--- src/rtl/mc_ctrl_pkg.sv ---
// Shared types and constants for the multicycle ARM-subset control unit.
// Latency: n/a (types, constants and one pure decode function).
// Backpressure: n/a.
package mc_ctrl_pkg;

  typedef enum logic [3:0] {
    S_FETCH, S_DECODE, S_MEMADR, S_MEMREAD, S_MEMWB,
    S_MEMWRITE, S_EXECR, S_EXECI, S_ALUWB, S_BRANCH
  } state_t;

  // ALUControl codes; EOR and MOV only exist in the 3-bit build
  localparam logic [2:0] ALU_ADD = 3'd0;
  localparam logic [2:0] ALU_SUB = 3'd1;
  localparam logic [2:0] ALU_AND = 3'd2;
  localparam logic [2:0] ALU_ORR = 3'd3;
  localparam logic [2:0] ALU_EOR = 3'd4;
  localparam logic [2:0] ALU_MOV = 3'd5;

  // Funct[4:1] command encodings
  localparam logic [3:0] CMD_AND = 4'b0000;
  localparam logic [3:0] CMD_EOR = 4'b0001;
  localparam logic [3:0] CMD_SUB = 4'b0010;
  localparam logic [3:0] CMD_ADD = 4'b0100;
  localparam logic [3:0] CMD_CMP = 4'b1010;
  localparam logic [3:0] CMD_ORR = 4'b1100;
  localparam logic [3:0] CMD_MOV = 4'b1101;

  localparam logic [1:0] OP_DP  = 2'b00;
  localparam logic [1:0] OP_MEM = 2'b01;
  localparam logic [1:0] OP_BR  = 2'b10;

  // Condition field encodings
  localparam logic [3:0] COND_EQ = 4'h0;
  localparam logic [3:0] COND_NE = 4'h1;
  localparam logic [3:0] COND_CS = 4'h2;
  localparam logic [3:0] COND_CC = 4'h3;
  localparam logic [3:0] COND_MI = 4'h4;
  localparam logic [3:0] COND_PL = 4'h5;
  localparam logic [3:0] COND_VS = 4'h6;
  localparam logic [3:0] COND_VC = 4'h7;
  localparam logic [3:0] COND_HI = 4'h8;
  localparam logic [3:0] COND_LS = 4'h9;
  localparam logic [3:0] COND_GE = 4'hA;
  localparam logic [3:0] COND_LT = 4'hB;
  localparam logic [3:0] COND_GT = 4'hC;
  localparam logic [3:0] COND_LE = 4'hD;
  localparam logic [3:0] COND_AL = 4'hE;

  // Datapath mux selects
  localparam logic       ADR_PC     = 1'b0;
  localparam logic       ADR_ALUOUT = 1'b1;
  localparam logic       SRCA_RN    = 1'b0;
  localparam logic       SRCA_PC    = 1'b1;
  localparam logic [1:0] SRCB_RM    = 2'b00;
  localparam logic [1:0] SRCB_IMM   = 2'b01;
  localparam logic [1:0] SRCB_FOUR  = 2'b10;
  localparam logic [1:0] RES_ALUOUT = 2'b00;
  localparam logic [1:0] RES_RDATA  = 2'b01;
  localparam logic [1:0] RES_ALURES = 2'b10;

  // Moore outputs of one state, before condition/handshake gating
  typedef struct packed {
    logic       adrsrc;
    logic       alusrca;
    logic [1:0] alusrcb;
    logic [1:0] resultsrc;
    logic       regw;
    logic       memw;
    logic       branch;
    logic       fetch;
    logic       exec;
    logic       aluwb;
  } ctl_t;

  function automatic ctl_t state_ctl(state_t s);
    ctl_t c;
    c = '0;
    c.adrsrc    = ADR_PC;
    c.alusrca   = SRCA_RN;
    c.alusrcb   = SRCB_RM;
    c.resultsrc = RES_ALUOUT;
    case (s)
      S_FETCH:    begin c.alusrca = SRCA_PC; c.alusrcb = SRCB_FOUR; c.resultsrc = RES_ALURES; c.fetch = 1'b1; end
      S_DECODE:   begin c.alusrca = SRCA_PC; c.alusrcb = SRCB_FOUR; c.resultsrc = RES_ALURES; end
      S_MEMADR:   c.alusrcb = SRCB_IMM;
      S_MEMREAD:  c.adrsrc = ADR_ALUOUT;
      S_MEMWB:    begin c.resultsrc = RES_RDATA; c.regw = 1'b1; end
      S_MEMWRITE: begin c.adrsrc = ADR_ALUOUT; c.memw = 1'b1; end
      S_EXECR:    begin c.alusrcb = SRCB_RM; c.exec = 1'b1; end
      S_EXECI:    begin c.alusrcb = SRCB_IMM; c.exec = 1'b1; end
      S_ALUWB:    begin c.resultsrc = RES_ALUOUT; c.regw = 1'b1; c.aluwb = 1'b1; end
      S_BRANCH:   begin c.alusrcb = SRCB_IMM; c.resultsrc = RES_ALURES; c.branch = 1'b1; end
      default:    c = '0;
    endcase
    return c;
  endfunction

endpackage

--- src/rtl/multicycle_control_cond_unit.sv ---
// NZCV flag register plus condition-pass evaluation against the registered flags.
// Latency: flags load on the clock edge after a write strobe; CondEx is combinational.
// Backpressure: none.
module cond_unit
  import mc_ctrl_pkg::*;
(
  input  logic       clk,
  input  logic       reset,
  input  logic [3:0] Cond,
  input  logic [3:0] ALUFlags,
  input  logic       FlagWriteNZ,
  input  logic       FlagWriteCV,
  output logic [3:0] Flags,
  output logic       CondEx
);

  logic fn, fz, fc, fv;
  assign {fn, fz, fc, fv} = Flags;

  // N/Z and C/V halves load independently so logical ops keep the old carry/overflow
  always_ff @(posedge clk or posedge reset) begin
    if (reset) begin
      Flags <= 4'b0000;
    end else begin
      if (FlagWriteNZ) Flags[3:2] <= ALUFlags[3:2];
      if (FlagWriteCV) Flags[1:0] <= ALUFlags[1:0];
    end
  end

  // Condition check; the 1111 encoding never executes
  always_comb begin
    case (Cond)
      COND_EQ: CondEx = fz;
      COND_NE: CondEx = ~fz;
      COND_CS: CondEx = fc;
      COND_CC: CondEx = ~fc;
      COND_MI: CondEx = fn;
      COND_PL: CondEx = ~fn;
      COND_VS: CondEx = fv;
      COND_VC: CondEx = ~fv;
      COND_HI: CondEx = fc & ~fz;
      COND_LS: CondEx = ~fc | fz;
      COND_GE: CondEx = (fn == fv);
      COND_LT: CondEx = (fn != fv);
      COND_GT: CondEx = ~fz & (fn == fv);
      COND_LE: CondEx = fz | (fn != fv);
      COND_AL: CondEx = 1'b1;
      default: CondEx = 1'b0;
    endcase
  end

endmodule

--- src/rtl/multicycle_control.sv ---
// Multicycle control: decodes the instruction fields, sequences FETCH..WB and gates all writes by condition.
// Latency: DP 4, LDR 5, STR 4, B 3, illegal 2 cycles with MemReady high; each MemReady-low memory cycle adds one.
// Backpressure: FETCH, MEMREAD and MEMWRITE hold until MemReady; reset drops every write enable immediately.
module multicycle_control
  import mc_ctrl_pkg::*;
#(
  parameter int ALUCTRL_W = 2
) (
  input  logic                 clk,
  input  logic                 reset,
  input  logic [3:0]           Cond,
  input  logic [1:0]           OP,
  input  logic [5:0]           Funct,
  input  logic [3:0]           RD,
  input  logic [3:0]           ALUFlags,
  input  logic                 MemReady,
  output logic                 PCWrite,
  output logic                 IRWrite,
  output logic                 RegWrite,
  output logic                 MemWrite,
  output logic                 AdrSrc,
  output logic                 ALUSrcA,
  output logic [1:0]           ALUSrcB,
  output logic [1:0]           ResultSrc,
  output logic [1:0]           ImmSrc,
  output logic [1:0]           RegSrc,
  output logic [ALUCTRL_W-1:0] ALUControl,
  output logic [3:0]           Flags,
  output logic                 Illegal
);

  state_t     state, state_nxt;
  ctl_t       ctl;
  logic [2:0] alu_dec, alu_sel;
  logic       dp_legal, cmd_cv, is_cmp, illegal_dec;
  logic       condex, regw_eff, flagw_nz, flagw_cv;

  // Data-processing command decode; EOR/MOV are only legal when the ALU has a third select bit
  always_comb begin
    alu_dec  = ALU_ADD;
    dp_legal = 1'b1;
    cmd_cv   = 1'b0;
    is_cmp   = 1'b0;
    case (Funct[4:1])
      CMD_ADD: begin alu_dec = ALU_ADD; cmd_cv = 1'b1; end
      CMD_SUB: begin alu_dec = ALU_SUB; cmd_cv = 1'b1; end
      CMD_AND: alu_dec = ALU_AND;
      CMD_ORR: alu_dec = ALU_ORR;
      CMD_CMP: begin alu_dec = ALU_SUB; cmd_cv = 1'b1; is_cmp = 1'b1; end
      CMD_EOR: begin alu_dec = ALU_EOR; dp_legal = (ALUCTRL_W >= 3); end
      CMD_MOV: begin alu_dec = ALU_MOV; dp_legal = (ALUCTRL_W >= 3); end
      default: dp_legal = 1'b0;
    endcase
  end

  assign illegal_dec = (OP == 2'b11) | ((OP == OP_DP) & ~dp_legal);

  // Next-state selection
  always_comb begin
    state_nxt = state;
    case (state)
      S_FETCH:    if (MemReady) state_nxt = S_DECODE;
      S_DECODE: begin
        if (illegal_dec)       state_nxt = S_FETCH;
        else if (OP == OP_MEM) state_nxt = S_MEMADR;
        else if (OP == OP_DP)  state_nxt = Funct[5] ? S_EXECI : S_EXECR;
        else if (OP == OP_BR)  state_nxt = S_BRANCH;
        else                   state_nxt = S_FETCH;
      end
      S_MEMADR:   state_nxt = Funct[0] ? S_MEMREAD : S_MEMWRITE;
      S_MEMREAD:  if (MemReady) state_nxt = S_MEMWB;
      S_MEMWB:    state_nxt = S_FETCH;
      S_MEMWRITE: if (MemReady) state_nxt = S_FETCH;
      S_EXECR,
      S_EXECI:    state_nxt = S_ALUWB;
      S_ALUWB,
      S_BRANCH:   state_nxt = S_FETCH;
      default:    state_nxt = S_FETCH;
    endcase
  end

  // State register with the Moore outputs of the next state registered alongside it
  always_ff @(posedge clk or posedge reset) begin
    if (reset) begin
      state <= S_FETCH;
      ctl   <= state_ctl(S_FETCH);
    end else begin
      state <= state_nxt;
      ctl   <= state_ctl(state_nxt);
    end
  end

  // Flags only load during EXEC of an S-suffixed instruction that passes its condition
  assign flagw_nz = ctl.exec & Funct[0] & condex;
  assign flagw_cv = flagw_nz & cmd_cv;

  cond_unit u_cond (
    .clk         (clk),
    .reset       (reset),
    .Cond        (Cond),
    .ALUFlags    (ALUFlags),
    .FlagWriteNZ (flagw_nz),
    .FlagWriteCV (flagw_cv),
    .Flags       (Flags),
    .CondEx      (condex)
  );

  // Write enables; reset masks them combinationally so nothing waits for a clock edge
  assign regw_eff = ctl.regw & ~(ctl.aluwb & is_cmp) & condex & ~reset;
  assign RegWrite = regw_eff & (RD != 4'd15);
  assign MemWrite = ctl.memw & condex & ~reset;
  assign IRWrite  = ctl.fetch & MemReady & ~reset;
  assign PCWrite  = IRWrite | (ctl.branch & condex & ~reset) | (regw_eff & (RD == 4'd15));

  // Datapath selects straight from the registered state decode
  assign AdrSrc    = ctl.adrsrc;
  assign ALUSrcA   = ctl.alusrca;
  assign ALUSrcB   = ctl.alusrcb;
  assign ResultSrc = ctl.resultsrc;
  assign ImmSrc    = OP;
  assign RegSrc    = {OP == OP_MEM, OP == OP_BR};

  // ALU runs the decoded command in EXEC/ALUWB and adds everywhere else
  assign alu_sel    = (ctl.exec | ctl.aluwb) ? alu_dec : ALU_ADD;
  assign ALUControl = ALUCTRL_W'(alu_sel);

  assign Illegal = (state == S_DECODE) & illegal_dec;

endmodule

--- config.mk ---
export PLATFORM = sky130hd
export DESIGN_NAME = multicycle_control
export DESIGN_NICKNAME = d
export VERILOG_FILES = /design/src/rtl/mc_ctrl_pkg.sv /design/src/rtl/multicycle_control_cond_unit.sv /design/src/rtl/multicycle_control.sv
export SDC_FILE = /design/constraint.sdc
export NUM_CORES = 1
export LEC_CHECK = 0
export BUFFER_PORTS_ARGS = -buffer_cell sky130_fd_sc_hd__buf_2
export CAP_MARGIN = 30
export CORE_MARGIN = 2
export CORE_UTILIZATION = 49
export CTS_BUF_LIST = sky130_fd_sc_hd__clkbuf_16
export CTS_CLUSTER_DIAMETER = 80
export DETAILED_ROUTE_END_ITERATION = 6
export PLACE_DENSITY = 0.86
export SLEW_MARGIN = 40
export SYNTH_ARGS = -nofsm -noshare
export SYNTH_HDL_FRONTEND = slang
export SYNTH_SLANG_ARGS = --single-unit
--- constraint.sdc ---
create_clock -name clk -period 2.2 [get_ports clk]
set_input_delay 0.11 -clock clk [delete_from_list [all_inputs] [get_ports clk]]
set_output_delay 0.11 -clock clk [all_outputs]
set_load 0.05 [all_outputs]
==> impl_metrics.py, run 1 <==
metrics = {
    "logic_synthesis": {
        "ys_async_sr_fraction": 1.000,
        "syn_area_um2": 1272,
        "synth_nets": 157,
        "synthFlopType": "dfrtp_1",
        "synth_compound_area_frac": 0.1662,
        "yosys_warnings": 0,
        "yosys.area_share.simple": 0.2753,
        "synth_edf_count": 0,
        "postSynthCellCount": 134,
        "synth_xor_area_frac": 0.02753,
        "ys_ff_latch": 20,
        "synth_cell_type_count": 47,
        "synthMuxAreaShare": 0.05113,
        "synth_area_per_cell_um2": 9.496,
        "synth_fa_ha_area_frac": 0,
        "synth_top_family_by_area": "simple AND/OR/NAND/NOR gates",
        "seq_area_frac_synth": 0.3972,
    },
    "routing": {
        "drc_errors": 0,
        "via_per_inst": 5.670,
        "via_count": 1151,
        "wl_per_cell_um": 13.96,
        "detail-route-antenna-nets": 0,
        "dr.pass1.iters": 4,
        "dr.first_iter.drc_count": 11,
        "drt_wl_total_um": 2834,
    },
    "clocking": {
        "cts_tree": "done",
        "cts.sinks": 20,
        "path_clk_slew_ns": 0.05,
        "cts_buffer_depth": 2,
        "clock_latency_ns": 0.25,
        "cts-root-buf": "clkbuf_16",
        "cts_made_buffers": 3,
        "htree_num_levels": 1,
    },
    "sta": {
        "rsz0062_at_grt": "no",
        "max_slew.worst_pin.slew_ns": 0.5486,
        "setup_viol": 0,
        "clock_skew_ns": 0.001757,
        "worst_slack_ns": 0.08939,
        "maxSlewViolCount": 0,
        "final.period_utilization": 0.9594,
        "finalHoldViolations": 0,
        "hold_ws_ns": 0.09144,
        "finalSetupTns_ns": 0,
        "maxSlewHeadroom": 0.6315,
        "min_period_ns": 2.111,
        "max_freq_mhz": 473.8,
    },
    "setup_path": {
        "crit_fanout": 5,
        "critPathArrivalTime_ns": 2.00,
        "criticalPathCategory": "flip-flop to primary output",
        "worstRegToRegCells": 5,
        "cp-end-kind": "primary output",
        "cp-start-kind": "flip-flop",
        "r2r-start": "u_cond.Flags[0]",
        "rrSetupSlack_ns": 0.32,
        "r2r_end": "u_cond.Flags[1]",
        "required_ns": 2.09,
    },
    "job": {
        "drv_cap": 0,
    },
    "global_route": {
        "antenna_found_initial": 0,
        "grt_pass1_vias": 1056,
        "grt_first_pass_wirelength_um": 4443,
        "grt_max_degree": 21,
        "grtUsageTotal": 0.2057,
        "overflow": 0,
    },
    "place": {
        "place_hpwl_um": 2216,
        "place_ws_ns": 0.3313,
        "gp_congestion": 0.8088,
        "port-buffer-count": 43,
    },
    "final_layout": {
        "fill_cells": 201,
        "layout-drive-gt1-share": 0.4104,
        "syn2layout_area_growth_pct": 22.62,
        "n_antenna_cell": 0,
        "nets": 197,
    },
    "die": {
        "fp.dieH_um": 54.96,
        "initial_utilization": 0.5136,
        "rows": 18,
        "io_pins": 44,
        "dieArea_um2": 3021,
        "die_w_um": 54.96,
        "core-area_um2": 2477,
    },
    "worst_hold_path": {
        "whs_path_depth": 2,
        "hold_path_class": "input port to flip-flop",
        "min_from": "ALUFlags[2]",
        "min_to": "u_cond.Flags[2]",
    },
    "power_and_ir_drop": {
        "p_leak_nw": 0.7743,
        "pwr_density_cell_nw_per_um2": 1136,
        "finalPower_w": 0.001773,
        "ir_drop_mv": 0.8905,
    },
    "status": {
        "run_status": "finished clean",
    },
}
==> worst max path at each step <==
stage                          startpoint  endpoint  depth (start not counted)
after floorplan           u_cond.Flags[0]  RegWrite                          5
after global placement    u_cond.Flags[0]  RegWrite                          6
after detailed placement  u_cond.Flags[0]  RegWrite                          6
after CTS                 u_cond.Flags[0]  RegWrite                          6
after global routing      u_cond.Flags[0]  RegWrite                          6
final                     u_cond.Flags[0]  RegWrite                          6
==> cell usage in the layout (no fill, tap or decap), drive strengths merged, types with 2 or more instances in the layout <==
master | Yosys | routed
a211oi | 3 | 3
a21o | 2 | 2
a21oi | 12 | 12
a31oi | 3 | 3
and2 | 2 | 2
and3b | 2 | 2
and4 | 2 | 2
buf | 8 | 43
clkbuf | 2 | 4
dfrtp | 16 | 16
dfstp | 4 | 4
inv | 6 | 6
mux2 | 4 | 4
mux2i | 2 | 2
nand2 | 6 | 6
nand2b | 2 | 2
nand3b | 3 | 3
nor2 | 18 | 18
nor2b | 5 | 5
nor3 | 4 | 4
nor3b | 3 | 3
nor4 | 3 | 3
o21ai | 3 | 3
o31ai | 2 | 2
or2 | 3 | 3
xor2 | 3 | 3
==> registers in the layout, summed over array words and instances (netlist names) <==
signal / count
state: 4
u_cond.Flags: 4
AdrSrc: 1
ALUSrcA: 1
ctl: 6
ALUSrcB: 2
ResultSrc: 2
==> through the flow <==
stage          utilization  instances  cell area, µm²
2_1_floorplan            -        134            1272
3_3_place_gp        0.5854        198            1450
3_5_place_dp        0.5854        198            1450
4_1_cts             0.6212        203            1539
5_1_grt             0.6298        203            1560
6_report            0.6298        203            1560
==> layout make-up <==
cell class,count,area (µm²),area share
inverter,6,22.52,0.01443
clock buffer,3,75.07,0.04812
clock inverter,1,3.754,0.002406
tap,30,37.54,0.02406
multi-input combinational,98,680.7,0.4362
timing repair buffer,45,235.2,0.1508
sequential,20,505.5,0.3240
==> timing repair <==
action                     in CTS  in global routing
resized for setup               0                  4
setup endpoints to repair       0                  3
hold buffers                    1                  0
hold endpoints to repair       16                  0
setup buffers                   0                  0
==> critical path, stage by stage, from the launching register on <==
cell and delay [ns]:
dfrtp_1 0.43, xor2_1 0.26, and4_1 0.27, o31ai_4 0.09
a31oi_2 0.27, and3b_1 0.20, clkbuf_4 0.23
==> report_power, final <==
part | leakage, nW | total [W] | internal, W | switching [W]
Combinational | 0.477 | 0.000798 | 0.000266 | 0.000532
Clock | 0.0385 | 0.000370 | 0.000242 | 0.000128
Sequential | 0.259 | 0.000605 | 0.000503 | 0.000102
Total | 0.774 | 0.00177 | 0.00101 | 0.000762
==> cell usage after synthesis (all sizes together) (2+ instances only) <==
cell type,number,share of area
inv,6,0.018
and3b,2,0.014
o21ai,3,0.012
and4,2,0.014
nor2,18,0.055
o31ai,2,0.016
nor2b,5,0.025
a31oi,3,0.015
a21o,2,0.012
or2,3,0.015
mux2,4,0.035
nor3b,3,0.018
buf,8,0.050
a211oi,3,0.026
nand2,6,0.018
xor2,3,0.021
nand2b,2,0.0098
dfstp,4,0.083
nor3,4,0.020
nor4,3,0.020
and2,2,0.0098
clkbuf,2,0.015
dfrtp,16,0.31
a21oi,12,0.053
mux2i,2,0.016
nand3b,3,0.018
==> per-layer routing <==
metal,track usage,vias up,routed length [µm]
li1,-,550,-
met5,0,-,0
met3,0.02419,5,166
met1,0.2713,559,1227
met2,0.3452,37,1397
met4,0.08130,0,42
==> cell families (layout without fill, tap and decap cells) <==
kind of cell / after synthesis / in the layout
and+or+nand+nor: 58 / 58
AOI/OAI and AO/OA: 30 / 30
DFF: 20 / 20
buffers and inverters: 16 / 55
muxes: 6 / 6
xor gates and xnor gates: 4 / 4
No activity file was read; power rests on OpenSTA's default activity.
==> inputs of run 2 (changes only) <==
--- a/config.mk
+++ b/config.mk
@@ -7,12 +7,15 @@
 export LEC_CHECK = 0
 export BUFFER_PORTS_ARGS = -buffer_cell sky130_fd_sc_hd__buf_2
 export CAP_MARGIN = 30
+export CELL_PAD_IN_SITES_DETAIL_PLACEMENT = 0
+export CELL_PAD_IN_SITES_GLOBAL_PLACEMENT = 1
 export CORE_MARGIN = 2
-export CORE_UTILIZATION = 49
+export CORE_UTILIZATION = 36
 export CTS_BUF_LIST = sky130_fd_sc_hd__clkbuf_16
 export CTS_CLUSTER_DIAMETER = 80
 export DETAILED_ROUTE_END_ITERATION = 6
 export PLACE_DENSITY = 0.86
+export SETUP_SLACK_MARGIN = 0.15
 export SLEW_MARGIN = 40
 export SYNTH_ARGS = -nofsm -noshare
 export SYNTH_HDL_FRONTEND = slang
==> impl_metrics.py, run 2 (synthesized netlist as in run 1, its figures left out) <==
metrics = {
    "status": {
        "run_status": "finished clean",
    },
    "clocking": {
        "cts_buffer_depth": 2,
        "path_clk_slew_ns": 0.06,
        "clock_latency_ns": 0.25,
        "cts_tree": "done",
        "htree_num_levels": 1,
        "cts-root-buf": "clkbuf_16",
        "cts.sinks": 20,
        "cts_made_buffers": 3,
    },
    "setup_path": {
        "cp-start-kind": "flip-flop",
        "critPathMaxStageDelay_ns": 0.45,
        "critPathTopFamily": "compound AO/OA/AOI/OAI gates",
        "cp-end-kind": "primary output",
        "critical_path_depth": 6,
        "crit_path_cell_trace": "xor2_4 > o2bb2ai_2 > mux2i_2 > a31oi_4 > a21o_1 > buf_6",
        "critPathArrivalTime_ns": 1.91,
        "worstRegToRegCells": 7,
        "worstPathBufferInverterCount": 1,
        "crit_fanout": 3,
        "required_ns": 2.09,
        "crit_slowest_cell": "dfrtp_2",
        "criticalPathCategory": "flip-flop to primary output",
    },
    "routing": {
        "dr.first_iter.drc_count": 97,
        "wl_per_cell_um": 13.37,
        "detail-route-antenna-nets": 0,
        "dr.pass1.iters": 4,
        "via_per_inst": 4.933,
        "drc_errors": 0,
        "via_count": 1100,
        "drt_wl_total_um": 2982,
    },
    "sta": {
        "clock_skew_ns": 0.003267,
        "rsz0062_at_grt": "yes",
        "min_period_ns": 2.019,
        "max_slew.worst_pin.slew_ns": 0.5623,
        "maxSlewViolCount": 0,
        "maxSlewHeadroom": 0.6223,
        "setup_viol": 0,
        "final.period_utilization": 0.9178,
        "max_freq_mhz": 495.3,
        "finalHoldViolations": 0,
        "finalSetupTns_ns": 0,
    },
    "die": {
        "core-area_um2": 3363,
        "rows": 21,
        "fp.dieH_um": 63.45,
        "initial_utilization": 0.3783,
        "die_w_um": 63.45,
        "io_pins": 44,
        "dieArea_um2": 4026,
    },
    "final_layout": {
        "layout-drive-gt1-share": 0.4689,
        "fin_util": 0.5052,
        "largest_register": "ctl",
        "layout_commonest_cell": "buf_2",
        "nets": 201,
        "mostFrequentLayoutCells": "buf_2, nor2_1, dfrtp_1",
        "n_antenna_cell": 0,
        "largest_reg_flops": 6,
        "syn2layout_area_growth_pct": 33.53,
        "largestRegisters": "ctl x6, state x4, u_cond.Flags x4",
    },
    "place": {
        "port-buffer-count": 43,
        "place_hpwl_um": 2171,
        "gp_congestion": 0.8515,
    },
    "power_and_ir_drop": {
        "p_leak_nw": 0.8114,
        "ir_drop_mv": 0.6761,
        "pwr_density_cell_nw_per_um2": 1152,
    },
    "global_route": {
        "grtUsageMet1": 0.1823,
        "grt_first_pass_wirelength_um": 4712,
        "antenna_found_initial": 0,
        "grt_use_met3": 0.03929,
        "grt_max_degree": 21,
        "grt_pass1_vias": 1075,
        "grtUsageTotal": 0.1457,
        "met2_usage": 0.2342,
        "top_usage_layer": "met2",
        "overflow": 0,
    },
    "job": {
        "drv_cap": 0,
    },
    "worst_hold_path": {
        "whs_path_depth": 2,
        "hold_path_class": "input port to flip-flop",
    },
}
-- run 2: per-stage QoR --
| stage | instances | hold WS (ns) | setup WS (ns) | area [µm²] | power (W) |
|---|---|---|---|---|---|
| floorplan | 134 | 0.07629 | 0.1898 | 1272 | 0.001273 |
| global placement | 214 | 0.2115 | 0.4195 | 1470 | 0.001381 |
| detailed placement | 214 | 0.2087 | 0.3494 | 1470 | 0.001395 |
| CTS | 220 | 0.09263 | 0.1249 | 1599 | 0.001899 |
| global route | 223 | 0.09982 | 0.1231 | 1699 | 0.002064 |
| finish | 223 | 0.09325 | 0.1809 | 1699 | 0.001958 |
-- run 2: where the power goes --
part / total (W) / internal [W] / switching, W
Combinational: 0.000850 / 0.000301 / 0.000549
Sequential: 0.000613 / 0.000504 / 0.000108
Clock: 0.000495 / 0.000361 / 0.000134
-- run 2: worst register-to-register path, stage by stage (launching register included) --
cell,delay (ns)
dfrtp_2,0.45
xor2_4,0.23
o2bb2ai_2,0.08
mux2i_2,0.18
buf_4,0.16
buf_4,0.12
a31oi_1,0.24
mux2_2,0.37
-- run 2: path summary, 6_finish.rpt --
kind                              endpoint             from  slack, ns
max                                PCWrite  u_cond.Flags[3]       0.18
min                        u_cond.Flags[1]      ALUFlags[1]       0.09
min in group asynchronous         state[2]            reset       0.50
min reg2reg                u_cond.Flags[1]  u_cond.Flags[1]       0.55
max in group asynchronous     ResultSrc[1]            reset       1.43
max reg2reg                u_cond.Flags[1]  u_cond.Flags[3]       0.25
-- run 2: routing by layer --
metal | vias up | part of all wire
li1 | 555 | -
met1 | 509 | 0.44
met2 | 31 | 0.50
met3 | 5 | 0.054
met4 | 0 | 0.013
met5 | - | 0
-- run 2: area by class of cell --
cell class	instances	area (µm²)
Multi-Input combinational cell	98	728.2
Clock buffer	3	75.07
Fill cell	335	1664
Clock inverter	1	30.03
Timing Repair Buffer	49	277.8
Tap cell	46	57.56
Sequential cell	20	508.0
Inverter	6	22.52
-- run 2: repair_timing --
action                     CTS  global route
buffers inserted             1             3
pin swaps                    0             6
setup endpoints to repair    3             3
gates resized for setup      1            19
hold endpoints to repair    16             0
hold buffers                 1             0
==> inputs of run 3 (changes only) <==
--- a/config.mk
+++ b/config.mk
@@ -10,11 +10,12 @@
 export CELL_PAD_IN_SITES_DETAIL_PLACEMENT = 0
 export CELL_PAD_IN_SITES_GLOBAL_PLACEMENT = 1
 export CORE_MARGIN = 2
-export CORE_UTILIZATION = 36
-export CTS_BUF_LIST = sky130_fd_sc_hd__clkbuf_16
+export CORE_UTILIZATION = 38
+export CTS_BUF_LIST = sky130_fd_sc_hd__clkbuf_8
 export CTS_CLUSTER_DIAMETER = 80
 export DETAILED_ROUTE_END_ITERATION = 6
-export PLACE_DENSITY = 0.86
+export MAX_ROUTING_LAYER = met4
+export PLACE_DENSITY = 0.9
 export SETUP_SLACK_MARGIN = 0.15
 export SLEW_MARGIN = 40
 export SYNTH_ARGS = -nofsm -noshare
==> constraint.sdc (replaced) <==
create_clock -name clk -period 2.2 [get_ports clk]
set_input_delay 0.44 -clock clk [delete_from_list [all_inputs] [get_ports clk]]
set_output_delay 0.44 -clock clk [all_outputs]
set_load 0.05 [all_outputs]
==> impl_metrics.py, run 3 (synthesized netlist as in run 1, its figures left out) <==
metrics = {
    "status": {
        "run_status": "finished with violations",
        "failed_checks": "negative setup slack",
    },
    "die": {
        "dieArea_um2": 3827,
        "die_w_um": 61.87,
        "rows": 21,
        "io_pins": 44,
        "initial_utilization": 0.3874,
        "fp.dieH_um": 61.87,
        "core-area_um2": 3284,
    },
    "place": {
        "place_area_um2": 1535,
        "place_ws_ns": -0.05175,
        "dp_cells": 219,
        "place_hpwl_um": 2322,
        "port-buffer-count": 43,
        "gp_congestion": 0.8924,
    },
    "final_layout": {
        "finalNonFillerCells": 230,
        "layout-drive-gt1-share": 0.5598,
        "fill_cells": 312,
        "syn2layout_area_growth_pct": 39.23,
        "largest_reg_flops": 6,
        "nets": 208,
        "final_area_um2": 1772,
        "layout_commonest_cell": "buf_2",
        "n_antenna_cell": 0,
        "largest_register": "ctl",
        "multi_input_area_um2": 754.5,
        "mostFrequentLayoutCells": "buf_2, nor2_1, buf_4",
        "regArea_um2": 511.7,
        "largestRegisters": "ctl x6, state x4, u_cond.Flags x4",
    },
    "setup_path": {
        "cp-end-kind": "primary output",
        "criticalPathCategory": "flip-flop to primary output",
        "required_ns": 1.76,
        "crit_slowest_cell": "dfrtp_2",
        "crit_fanout": 5,
        "cp-start-kind": "flip-flop",
        "worstPathBufferInverterCount": 1,
        "crit_path_cell_trace": "o31ai_1 > o31ai_4 > a31oi_2 > and3b_2 > buf_8",
        "critPathMaxStageDelay_ns": 0.47,
        "critPathArrivalTime_ns": 1.93,
        "critPathTopFamily": "compound AO/OA/AOI/OAI gates",
    },
    "global_route": {
        "grt_first_pass_wirelength_um": 4671,
        "grtUsageTotal": 0.1679,
        "overflow": 0,
        "grt_max_degree": 21,
        "grt_pass1_vias": 1056,
        "antenna_found_initial": 0,
    },
    "clocking": {
        "cts_buffer_depth": 2,
        "path_clk_slew_ns": 0.07,
        "clock_latency_ns": 0.26,
        "cts.sinks": 20,
        "cts-root-buf": "clkbuf_8",
        "htree_num_levels": 1,
        "cts_tree": "done",
        "cts_made_buffers": 3,
    },
    "routing": {
        "via_count": 1165,
        "drt_wl_total_um": 3196,
        "dr.pass1.iters": 4,
        "via_per_inst": 5.065,
        "detail-route-antenna-nets": 0,
        "wl_per_cell_um": 13.90,
        "drc_errors": 0,
        "dr.first_iter.drc_count": 57,
    },
    "worst_hold_path": {
        "hold_path_class": "input port to asynchronous set/reset pin",
    },
    "sta": {
        "max_slew.worst_pin.slew_ns": 0.4582,
        "hold_ws_ns": 0.2533,
        "setup_viol": 3,
        "maxSlewViolCount": 0,
        "max_freq_mhz": 422.0,
        "finalHoldViolations": 0,
        "worst_slack_ns": -0.1698,
        "rsz0062_at_grt": "yes",
        "final.period_utilization": 1.077,
        "min_period_ns": 2.370,
        "clock_skew_ns": 0.002209,
        "maxSlewHeadroom": 0.6937,
    },
    "power_and_ir_drop": {
        "p_leak_nw": 0.8256,
        "pwr_density_cell_nw_per_um2": 1024,
        "finalPower_w": 0.001814,
        "ir_drop_mv": 0.5627,
    },
    "job": {
        "drv_cap": 0,
    },
}
run 3: cell count changes in the layout (fill, tap and decap cells not counted), sizes merged:
cell / delta
clkbuf: +1
clkinvlp: +1
inv: -1
dlygate4sd3: -1
buf: +8
bufinv: -1
run 3: path summary, 6_finish.rpt:
path	start	to	slack, ns	depth (start not counted)
setup / recovery	u_cond.Flags[0]	RegWrite	-0.17	5
hold / removal	reset	ctl[1]	0.25	3
setup reg to reg	u_cond.Flags[0]	u_cond.Flags[2]	0.36	4
hold reg to reg	u_cond.Flags[1]	u_cond.Flags[1]	0.55	1
max in group asynchronous	reset	ResultSrc[1]	1.68	3
min in group clk	ALUFlags[0]	u_cond.Flags[0]	0.41	2
run 3: worst min-delay path, delay by kind of cell:
kind / cells / cell delay, ns
buf+inv: 3 / 0.46
run 3: area by class of cell:
type                            count  area share
Multi-Input combinational cell     98      0.4258
Sequential cell                    20      0.2888
Timing Repair Buffer               56      0.2069
Inverter                            6     0.01483
Tap cell                           46     0.03249
Clock buffer                        4     0.03107
run 3: power by group:
group          internal [W]  switching, W  total (W)
combinational      0.000342      0.000588   0.000930
clock              0.000159      0.000119   0.000278
sequential         0.000508     0.0000975   0.000605
total               0.00101      0.000804    0.00181
run 3: routing by layer:
metal  vias to the layer above  GRT usage  routed length, µm
li1                        570          -                  -
met1                       545     0.2194               1387
met2                        42     0.2647               1561
met3                         8    0.02484                181
met4                         0    0.06079                 66
met5                         -          -                  0
run 3: metrics by stage:
stage / setup TNS, ns / utilization
floorplan: 0 / -
global placement: 0 / 0.4674
detailed placement: -0.1298 / 0.4674
CTS: -0.2975 / 0.5082
global route: -0.6516 / 0.5394
finish: -0.4368 / 0.5394
run 3: repair_timing:
action / in CTS / in global routing
endpoints found under the setup margin: 4 / 4
setup buffers: 2 / 5
hold buffers: 0 / 0
gates resized for setup: 16 / 15
pin swaps: 5 / 10
